**src/rtl/stream_controller_fork_join.sv**
```systemverilog
// Join/fork valid-ready handshake controller: joins consumed inputs, forks into
// independently draining registered output valids, with a saturating stall counter.

module stream_controller_fork_join_slot #(
    parameter bit PIPELINE_READY = 1'b1
) (
    input  logic clk,
    input  logic rst,
    input  logic fire_i,
    input  logic produce_i,
    input  logic ready_i,
    output logic valid_o,
    output logic free_o
);
    logic valid_q, valid_d;

    always_comb begin
        valid_d = valid_q;
        if (fire_i && produce_i) valid_d = 1'b1;
        else if (ready_i)        valid_d = 1'b0;
    end

    always_ff @(posedge clk or negedge rst) begin
        if (!rst) valid_q <= 1'b0;
        else      valid_q <= valid_d;
    end

    // PIPELINE_READY=0 drops outputs_ready from the free term, cutting the ready->ready path.
    if (PIPELINE_READY) begin : g_pipe
        assign free_o = !valid_q || ready_i;
    end else begin : g_nopipe
        assign free_o = !valid_q;
    end

    assign valid_o = valid_q;
endmodule

module stream_controller_fork_join #(
    parameter int unsigned NUM_INPUTS     = 2,
    parameter int unsigned NUM_OUTPUTS    = 2,
    parameter bit          PIPELINE_READY = 1'b1,
    parameter int unsigned STALL_WIDTH    = 16
) (
    input  logic                   clk,
    input  logic                   rst,
    input  logic [NUM_INPUTS-1:0]  inputs_valid,
    output logic [NUM_INPUTS-1:0]  inputs_ready,
    output logic [NUM_OUTPUTS-1:0] outputs_valid,
    input  logic [NUM_OUTPUTS-1:0] outputs_ready,
    input  logic [NUM_INPUTS-1:0]  consume,
    input  logic [NUM_OUTPUTS-1:0] produce,
    output logic                   enable,
    input  logic                   stall_clear,
    output logic [STALL_WIDTH-1:0] stall_count
);
    logic [NUM_OUTPUTS-1:0] free;
    logic                   stall;
    logic [STALL_WIDTH-1:0] stall_cnt_q, stall_cnt_d;

    for (genvar j = 0; j < NUM_OUTPUTS; j++) begin : g_out
        stream_controller_fork_join_slot #(
            .PIPELINE_READY(PIPELINE_READY)
        ) u_slot (
            .clk      (clk),
            .rst      (rst),
            .fire_i   (enable),
            .produce_i(produce[j]),
            .ready_i  (outputs_ready[j]),
            .valid_o  (outputs_valid[j]),
            .free_o   (free[j])
        );
    end

    // Unconsumed inputs and unproduced outputs never block a fire.
    assign enable       = (&(inputs_valid | ~consume)) && (&(free | ~produce));
    assign inputs_ready = {NUM_INPUTS{enable}} & consume;
    assign stall        = !enable && (|(inputs_valid & consume));

    always_comb begin
        stall_cnt_d = stall_cnt_q;
        if (stall_clear)
            stall_cnt_d = '0;
        else if (stall && (stall_cnt_q != {STALL_WIDTH{1'b1}}))
            stall_cnt_d = stall_cnt_q + 1'b1;
    end

    always_ff @(posedge clk or negedge rst) begin
        if (!rst) stall_cnt_q <= '0;
        else      stall_cnt_q <= stall_cnt_d;
    end

    assign stall_count = stall_cnt_q;
endmodule
```
**config.mk**
```make
export PLATFORM = sky130hd
export DESIGN_NAME = stream_controller_fork_join
export DESIGN_NICKNAME = d
export VERILOG_FILES = /design/src/rtl/stream_controller_fork_join.sv
export SDC_FILE = /design/constraint.sdc
export NUM_CORES = 1
export LEC_CHECK = 0
export BUFFER_PORTS_ARGS = -buffer_cell sky130_fd_sc_hd__buf_2
export CAP_MARGIN = 5
export CORE_MARGIN = 4
export CORE_UTILIZATION = 45
export CTS_BUF_LIST = sky130_fd_sc_hd__clkbuf_16
export DETAILED_ROUTE_END_ITERATION = 8
export HOLD_SLACK_MARGIN = 0.08
export PLACE_DENSITY = 0.83
export SETUP_SLACK_MARGIN = 0.15
export SLEW_MARGIN = 30
export SYNTH_ARGS = -nofsm -noshare
export SYNTH_HDL_FRONTEND = slang
export SYNTH_SLANG_ARGS = --single-unit
```
**constraint.sdc**
```tcl
create_clock -name clk -period 2 [get_ports clk]
set_input_delay 0.2 -clock clk [delete_from_list [all_inputs] [get_ports clk]]
set_output_delay 0.2 -clock clk [all_outputs]
set_load 0.05 [all_outputs]
```
Word-level counts from Yosys, hierarchy flattened:

Index checks and enable logic that the tools add are counted.

* logic and storage cells: 33
* register bits: 18
* bits of input ports: 11
* output and inout bits: 21

* equality and inequality tests: 1
* bitwise operators: 6
* multiplexer cells: 6
* reduce and logical (&&, ||, !) cells: 16
* $add $sub $neg: 1

Operators with widths (number)
* $mux W16: 2
* $add A16 B1 Y16 const B: 1
* $ne A16 B16 Y1 const B: 1
* $reduce_bool A2 Y1: 3
* $logic_and A1 B1 Y1: 5
* $and A2 B2 Y2: 2
* $mux W1: 4
* $not A2 Y2: 2
* $or A2 B2 Y2: 2
* $reduce_and A2 Y1: 2
* $logic_not A1 Y1: 3
* $logic_or A1 B1 Y1: 2
* $reduce_or A2 Y1: 1

Longest topological paths before layout:

* depth in word-level cells: 10
* mapped depth: 7
* gate-level depth less buffers: 6

By module:

A second synthesis with hierarchy kept.

* cells, all modules: 112
* area, all modules: 1142.3 µm²

Modules (own cells, without submodules)
* stream_controller_fork_join: times used 1, cells each 104, area an instance 1044.8 µm², sequential area each 400.4 µm²
* stream_controller_fork_join_slot: times used 2, cells each 4, area an instance 48.8 µm², sequential area each 25.0 µm²

Worst setup path before layout:

OpenSTA, ideal clock, no wires.

* path kind: register -> register
* start point: register stall_cnt_q[0], in the netlist stall_count[0]
* end point: register stall_cnt_q[7], in the netlist stall_count[7]
* arrival time: 2136 ps
* library setup time: 78 ps
* clock period less this slack: 2213 ps
* stages on the path, launching flop included: 8
* slack: -213 ps
* data required time: 1922 ps
* buffers on the path: 1
* path through: dfrtp_1 ha_1 buf_6 nand4_1 nor4_2 or4b_1 or3_1 a21oi_1

* word-level cells in the longest chain between the ends: 3
* elaborated cells between the ends (all ways): 6
* classes of those cells: 1 x add/sub; 1 x eq/ne; 2 x mux; 2 x reduce/logical

Ends and longest elaborated chain
* start: declaration: line 58 `logic [STALL_WIDTH-1:0] stall_cnt_q, stall_cnt_d;`
* start signal: assignment: line 89 `else stall_cnt_q <= stall_cnt_d;`
* $add A16 B1 Y16 / $ne A16 B16 Y1 (equally long branches): line 84, 83
* $mux W16 / $logic_and A1 B1 Y1 (equally long branches): line 83 `else if (stall && (stall_cnt_q != {STALL_WIDTH{1'b1}}))`
* $mux W16 / $reduce_bool A2 Y1 (equally long branches)

Parallel ways exist; a longest one is shown, timed or not. The select of a mux whose other input is x is not followed.
A chain may end at the register's enable or synchronous reset.

Worst setup path in the final report:

Same ends and word-level chain as after synthesis.

==> impl_metrics.toml <==
[drt]
wl_per_cell_um = 15.57
drc_errors = 0
vias = 1066
drt-pass1-iter-count = 4
antenna_left = 0
drt-total-wl_um = 2818
drtIter0Drc = 45
vias_per_cell = 5.890

[finish]
antenna_cells = 0
syn_to_final_growth_pct = 33.18
drive_above_1_share = 0.4248
nFillCells = 178
nets = 166

[grt]
use_met1 = 0.2102
use_met3 = 0.04525
grt_pass1_vias = 992
grt_pass1_wl_um = 4491
antenna_found_initial = 0
grt_max_degree = 19
grt.total_usage = 0.1752
grt_overflow = 0
use_met2 = 0.2936
top_usage_layer = "met2"

[min_path]
hold_class = "primary input to flop"
min_path_cells = 2
hold_path_end = "g_out[0].u_slot.valid_o"
worstHoldStart = "outputs_ready[0]"

[timing]
maxSlewViolCount = 0
final.setup.tns_ns = 0
report.final.setup_viol = 0
worstMarginPinSlew_ns = 0.4979
clock.fmax_mhz = 537.1
fin_crit_sh = 0.9309
post-route-min-period_ns = 1.862
rsz0062_at_grt = "yes"
finalClockSkew_ns = 0.003028
slew_headroom = 0.6650
hold_viol = 0
holdWs_ns = 0.1587

[worst_setup_path]
worstSetupEndpointType = "flop"
arrival_ns = 2.04
reg2reg_depth = 6
slowest_delay_ns = 0.49
r2r_slack_ns = 0.14
critPathBufInv = 0
reg2reg_to = "stall_count[7]"
crit_required_ns = 2.18
worstPathCellList = "ha_4, nand4_1, nor4_4, or4b_4, or3_4, a21oi_2"
slowest_stage = "or4b_4"
r2r_start = "stall_count[0]"
path_class = "flop to flop"
cp_top_family = "simple AND/OR/NAND/NOR gates"
critPathMaxFanout = 5
cp-start-kind = "flop"
critPathLaunch = "stall_count[0]"

[yosys]
synth_area_um2 = 1094
synth-seq-cells = 18
synth_flop_cell = "dfrtp_1"
synth_edf_count = 0
avgSynthCellArea_um2 = 9.509
yosysSeqAreaShare = 0.4119
synth_fp_nets = 127
async_flop_share = 1.000
synth_cells = 115
synth_cell_type_count = 41
yosys_warnings = 0

[cts]
clock_latency_ns = 0.25
cts_max_path_buffers = 2
clock_sinks = 18
htreeDepth = 1
cts_tree = "done"
clk_pin_slew_ns = 0.05
clockRootBuffer = "clkbuf_16"
numCtsBuffers = 3

[floorplanning]
num_io_pins = 32
initial_core_util = 0.4850
rows = 17
fp.dieArea_um2 = 3283
die_width_um = 57.30
die_h_um = 57.30
fp.coreArea_um2 = 2255

[place]
dp_hpwl_um = 1855
place_congestion = 0.8012
port_buffers = 31

[run_status]
status = "finished, final reports clean"

[power_and_ir_drop]
p_per_area_nw_per_um2 = 643.8
ir_drop_uv = 446.5
leakage_uw = 0.0006629

[run]
drv_cap = 0
what timing repair did:
item                                    CTS  global route
setup buffers                             2             6
pin swaps                                 0             3
hold buffers                              1             0
endpoints found under the setup margin    1             2
endpoints found under the hold margin    18             0
gates resized for setup                   0             6
layout by cell type (no fill, tap or decap), drive strengths merged, types with 3 or more instances in the layout:
master,instances
buf,39
dfrtp,18
nor2,15
nand3,8
nand2,7
nand4,7
xor2,6
xnor2,5
o21ai,4
or3,4
and4,3
inv,3
clkbuf,3
nor4,3
registers in the layout, summed over array words and instances (netlist names):
signal	flops
stall_count	16
g_out.u_slot.valid_o	2
cell families (layout without fill, tap and decap cells):
| logic type | count (synthesis) | after routing | share of synthesized area |
|---|---|---|---|
| simple gates | 61 | 61 | 0.3295 |
| flops | 18 | 18 | 0.4119 |
| buf+inv | 8 | 46 | 0.04232 |
| fa+ha+maj | 1 | 1 | 0.01144 |
| mux | 2 | 2 | 0.01945 |
| compound gates | 14 | 14 | 0.09727 |
| xor+xnor | 11 | 11 | 0.08810 |
worst max path at each step:
stage / cells past startpoint / endpoint / slack, ns
floorplan: 7 / stall_count[7] / -0.02
global placement: 6 / stall_count[7] / 0.19
detailed placement: 6 / stall_count[7] / 0.10
CTS: 6 / stall_count[7] / 0.12
global route: 6 / stall_count[7] / 0.09
finish: 6 / stall_count[7] / 0.14
synth_stat cells, types with 2 or more instances:
cell type  count  share of area
nor4_1         2          0.011
and2_1         2          0.011
nand3b_1       2          0.014
and3_1         2          0.011
inv_1          2         0.0069
buf_4          2          0.014
a21oi_1        2         0.0092
dfrtp_1       18           0.41
nand2_1        7          0.024
nor2_1        15          0.051
nand4_2        2          0.023
nand2b_1       2          0.011
o21ai_0        4          0.018
xnor2_1        5          0.040
nand3_1        8          0.037
or3_1          4          0.023
and4_1         3          0.024
nand4_1        5          0.029
xor2_1         6          0.048
cell type report:
type                    instances  area, um^2  share of cell area
flip-flops and latches         18       466.7              0.3204
multi-input cells              89       643.1              0.4416
repair buffers                 40       225.2              0.1546
inverters                       2       7.507            0.005155
clock buffers                   3       75.07             0.05155
well taps                      28       35.03             0.02405
clock inverters                 1       3.754            0.002577
stage by stage:
step                power (uW)  cell area, um^2  cells  worst slack (ns)    util
global route             970.5             1456    181           0.09388  0.6459
global placement         521.3             1282    168            0.1855  0.5688
finish                   937.6             1456    181            0.1383  0.6459
floorplan                491.5             1131    115          -0.01865       -
detailed placement       525.7             1282    168            0.1041  0.5688
CTS                      930.9             1386    175            0.1158  0.6149
metal layers:
metal  vias up  routed length (um)
li1        499                   -
met1       517                1181
met2        45                1375
met3         5                 209
met4         0                  51
met5         -                   0
power breakdown:
part	total, uW	switching, uW	internal [uW]
logic	153	107	45.4
registers	381	7.13	374
clock network	404	138	266
total	938	252	685
(Power assumes the default switching activity.)
